--- src/rtl/im_loader.sv ---
// Instruction-memory loader: packs a host byte stream little-endian into 32-bit words and writes them out.
// Optional running XOR checksum of written words is enabled by defining IM_LOADER_CKSUM_EN.
module im_loader #(
    parameter int unsigned ADDR_W = 10
) (
    input  logic              clk,
    input  logic              reset_n,
    input  logic              start,
    input  logic [7:0]        in_data,
    input  logic              in_valid,
    input  logic              in_last,
    output logic              in_ready,
    output logic              im_we,
    output logic [ADDR_W-1:0] im_addr,
    output logic [31:0]       im_wdata,
    output logic              busy,
    output logic              done,
    output logic [ADDR_W:0]   word_count
`ifdef IM_LOADER_CKSUM_EN
    ,
    output logic [31:0]       cksum
`endif
);

    localparam int unsigned CNT_W = ADDR_W + 1;
    localparam int unsigned DEPTH = 1 << ADDR_W;
    localparam logic [CNT_W-1:0] LAST_COUNT = CNT_W'(DEPTH - 1);

    typedef enum logic [1:0] {
        IDLE    = 2'd0,
        COLLECT = 2'd1,
        WRITE   = 2'd2,
        DONE    = 2'd3
    } state_t;

    state_t      state;
    logic [1:0]  lane;
    logic [31:0] wbuf;
    logic [31:0] word_next;
    logic        last_word;

    // Current buffer with the incoming byte dropped into its lane; upper lanes stay zero.
    always_comb begin
        word_next = wbuf | (32'(in_data) << {lane, 3'b000});
    end

    always_ff @(posedge clk) begin
        if (!reset_n) begin
            state      <= IDLE;
            lane       <= '0;
            wbuf       <= '0;
            last_word  <= 1'b0;
            in_ready   <= 1'b0;
            im_we      <= 1'b0;
            im_addr    <= '0;
            im_wdata   <= '0;
            busy       <= 1'b0;
            done       <= 1'b0;
            word_count <= '0;
`ifdef IM_LOADER_CKSUM_EN
            cksum      <= '0;
`endif
        end else begin
            case (state)
                IDLE, DONE: begin
                    if (start) begin
                        state      <= COLLECT;
                        lane       <= '0;
                        wbuf       <= '0;
                        last_word  <= 1'b0;
                        in_ready   <= 1'b1;
                        im_addr    <= '0;
                        busy       <= 1'b1;
                        done       <= 1'b0;
                        word_count <= '0;
`ifdef IM_LOADER_CKSUM_EN
                        cksum      <= '0;
`endif
                    end
                end
                COLLECT: begin
                    if (in_valid) begin
                        if (lane == 2'd3 || in_last) begin
                            state     <= WRITE;
                            in_ready  <= 1'b0;
                            im_we     <= 1'b1;
                            im_wdata  <= word_next;
                            last_word <= in_last;
                            wbuf      <= '0;
                            lane      <= '0;
                        end else begin
                            wbuf <= word_next;
                            lane <= lane + 2'd1;
                        end
                    end
                end
                WRITE: begin
                    im_we      <= 1'b0;
                    word_count <= word_count + CNT_W'(1);
`ifdef IM_LOADER_CKSUM_EN
                    cksum      <= cksum ^ im_wdata;
`endif
                    // The address holds at the top word so a full session never wraps onto word 0.
                    if (word_count != LAST_COUNT) begin
                        im_addr <= im_addr + ADDR_W'(1);
                    end
                    if (last_word || word_count == LAST_COUNT) begin
                        state <= DONE;
                        busy  <= 1'b0;
                        done  <= 1'b1;
                    end else begin
                        state    <= COLLECT;
                        in_ready <= 1'b1;
                    end
                end
                default: state <= IDLE;
            endcase
        end
    end

endmodule

--- config.mk ---
export PLATFORM = sky130hd
export DESIGN_NAME = im_loader
export DESIGN_NICKNAME = d
export VERILOG_FILES = /design/src/rtl/im_loader.sv
export SDC_FILE = /design/constraint.sdc
export NUM_CORES = 1
export LEC_CHECK = 0
export CAP_MARGIN = 20
export CORE_AREA = 2 2 97 99
export CTS_BUF_LIST = sky130_fd_sc_hd__clkbuf_8
export DETAILED_ROUTE_END_ITERATION = 8
export DIE_AREA = 0 0 99 101
export GPL_ROUTABILITY_DRIVEN = 0
export PLACE_DENSITY = 0.76
export SLEW_MARGIN = 15
export SYNTH_ARGS = -nofsm -noshare
export SYNTH_HDL_FRONTEND = slang
export SYNTH_SLANG_ARGS = --single-unit
--- constraint.sdc ---
create_clock -name clk -period 4.2 [get_ports clk]
set_clock_uncertainty 0.15 [all_clocks]
set_input_delay 0.42 -clock clk [delete_from_list [all_inputs] [get_ports clk]]
set_output_delay 0.42 -clock clk [all_outputs]
set_load 0.02 [all_outputs]
==> results.yml <==
yosys:
  yosysWarnings: 0
  syn_avg_cell_area_um2: 9.01
  synthTopCellsByCount: "dfxtp_1 (94), a21oi_1 (74), nor2_1 (51)"
  post-synth-top-area-fraction: 0.479
  postSynthCellCount: 436
  synth_seq_cells: 94
  syn_nets: 455
  yosysSeqAreaShare: 0.479
  synth_area_leaders: "dfxtp_1 (48%), a21oi_1 (9.4%), a22oi_1 (6.7%), o21ai_0 (5.0%), nor2_1 (4.9%)"
  yosysMostFrequentCell: "dfxtp_1"
  netlist_area_um2: 3930
  synth_flop_cell: "dfxtp_1"
  synth_edf_count: 0
  synth_area_leader_cell: "dfxtp_1"
  synth_cell_types: 52
  ys_async_sr_fraction: 0
floorplan:
  chipHeight_um: 101
  die_area_um2: 10000
  rows: 35
  num_io_pins: 70
  dieWidth_um: 99
  start_util: 0.437
  core-area_um2: 8980
sta:
  final.period_utilization: 0.676
  worst_pin_slew_ns: 1.06
  slew_headroom: 0.293
  slew_violations: 0
  setup_violations: 0
  setup-tns-final_ns: 0
  rsz0062_at_grt: "no"
  hold_violations: 0
  fin_crit_ns: 2.84
  fmax_mhz: 352
clock_network:
  cts_max_level: 3
  clockBufferDepth: 2
  clock_latency_ns: 0.37
  cts_tree: "done"
  postCtsHoldBufs: 0
  root_buffer: "clkbuf_8"
  ctsResizeCount: 0
  cts_buffers: 9
  post_cts_buffers: 0
  cts.clk_slew.worst_paths_ns: 0.09
  cts.sinks: 94
power_and_ir_drop:
  peakVddDrop_v: 0.000251
  pwr_density_cell_nw_per_um2: 440
  cellLeakagePower_uw: 0.00166
worst_setup_path:
  crit_chain: "ha_1 > or2_0 > nor2b_4 > buf_4 > o21ai_0 > a21oi_1"
  cp-start-kind: "flip-flop"
  r2r-start: "lane[0]"
  slowest_delay_ns: 0.68
  r2r_cells: 6
  r2r_setup_slack_ns: 1.36
  timing.rr.end: "im_wdata[30]"
  critPathLaunch: "lane[0]"
  cp.required_ns: 4.35
  cp.arrival_ns: 2.99
  crit_path_top_delay_cell: "nor2b_4"
  crit_path_end: "im_wdata[30]"
  crit_family: "simple AND/OR/NAND/NOR gates"
  path_depth: 6
  criticalPathCategory: "reg -> reg"
  path_buf_inv: 1
  setup.worst_path.end_class: "flip-flop"
  path_max_fanout: 36
drt:
  drtAntennaViolNets: 0
  drt_iter0_drc: 199
  first_pass_iters: 5
  num_vias: 3458
  via_per_inst: 5.76
  drcViolationCount: 0
  wl_per_cell_um: 15.6
  wirelength_um: 9370
layout:
  post-route-cell-area_um2: 4830
  fillCellCount: 800
  area_delta_synth_final_pct: 22.9
  regArea_um2: 1880
  multi_input_area_um2: 1870
  drive_above_1_share: 0.0675
  num-nets-final: 503
  diodes: 0
status:
  outcome: "completed"
worst_hold_path:
  worstHoldPathCells: 2
  hold_path.class: "reg -> reg"
global_routing:
  grt_pass1_vias: 3153
  grt_first_pass_wirelength_um: 15400
  grt_use_total: 0.189
  grt_max_degree: 43
  antenna_found_initial: 0
  grt_overflow_total: 0
place:
  detailed_place_hpwl_um: 6410
  portBuffers: 69
  placed_area_um2: 4620
job:
  drv_cap: 0
[cells by family after synthesis]
kind of cell	after synthesis	share of synthesized area
adder cells (fa/ha/maj)	6	0.0191
AND/OR/NAND/NOR	116	0.173
flip-flops	94	0.479
AO/OA/AOI/OAI	167	0.249
XOR/XNOR	7	0.0156
multiplexers	6	0.0169
buffers and inverters	40	0.0471
[where the power goes]
group | internal [uW] | switching, uW | leakage (uW)
Combinational | 193 | 331 | 0.000798
Clock | 282 | 334 | 0.0000982
Sequential | 947 | 34.3 | 0.000761
[area by class of cell]
type                            count  area share
Sequential cell                    94       0.390
Multi-Input combinational cell    302       0.387
Timing Repair Buffer               73       0.149
Tap cell                          111      0.0288
Clock buffer                        9      0.0257
Clock inverter                      7      0.0163
Inverter                            4     0.00311
[how the worst min path moves through the flow]
stage | startpoint | endpoint | slack, ns
finish | in_ready | in_ready | 0.32
global route | in_ready | in_ready | 0.34
CTS | in_ready | in_ready | 0.32
detailed placement | in_ready | in_ready | 0.31
global placement | in_ready | in_ready | 0.30
floorplan | last_word | last_word | 0.32
[sequential cells by signal, indices dropped and copies added (netlist names)]
name        count
word_count     11
busy            1
last_word       1
done            1
state           2
im_we           1
wbuf           32
im_wdata       32
im_addr        10
in_ready        1
lane            2
[stage by stage]
stage               worst slack, ns   util  power (uW)  cells  hold WS [ns]
CTS                            1.40  0.538        2130    600         0.324
detailed placement             1.09  0.515        1520    584         0.311
global placement               1.21  0.515        1510    584         0.303
finish                         1.36  0.538        2120    600         0.322
global route                   1.13  0.538        2220    600         0.344
floorplan                      2.23      -        1370    436         0.316
[routing by layer]
layer	track usage	routed length, um	part of all wire	vias to the layer above
met2	0.306	4400	0.47	127
li1	-	-	-	1685
met3	0.0388	558	0.060	15
met1	0.253	4270	0.46	1631
met4	0.0611	139	0.015	0
met5	0	0	0	-
[tightest hold or removal path, delay by kind of cell (launching register included)]
family,cells,cell delay [ns]
flip-flops,1,0.32
AND/OR/NAND/NOR,1,0.06
multiplexers,1,0.06
[cells in the final DEF (no fill, tap or decap), types with 6 or more instances in the layout]
cell / count
nor2_1: 51
ha_1: 6
a21oi_1: 74
clkbuf_8: 9
o21ai_0: 39
nand2_1: 11
nand4_1: 8
xor2_1: 7
a22oi_1: 35
dfxtp_1: 94
nand3_1: 6
clkdlybuf4s50_1: 69
Note: power is estimated with default switching activity, not from simulation.
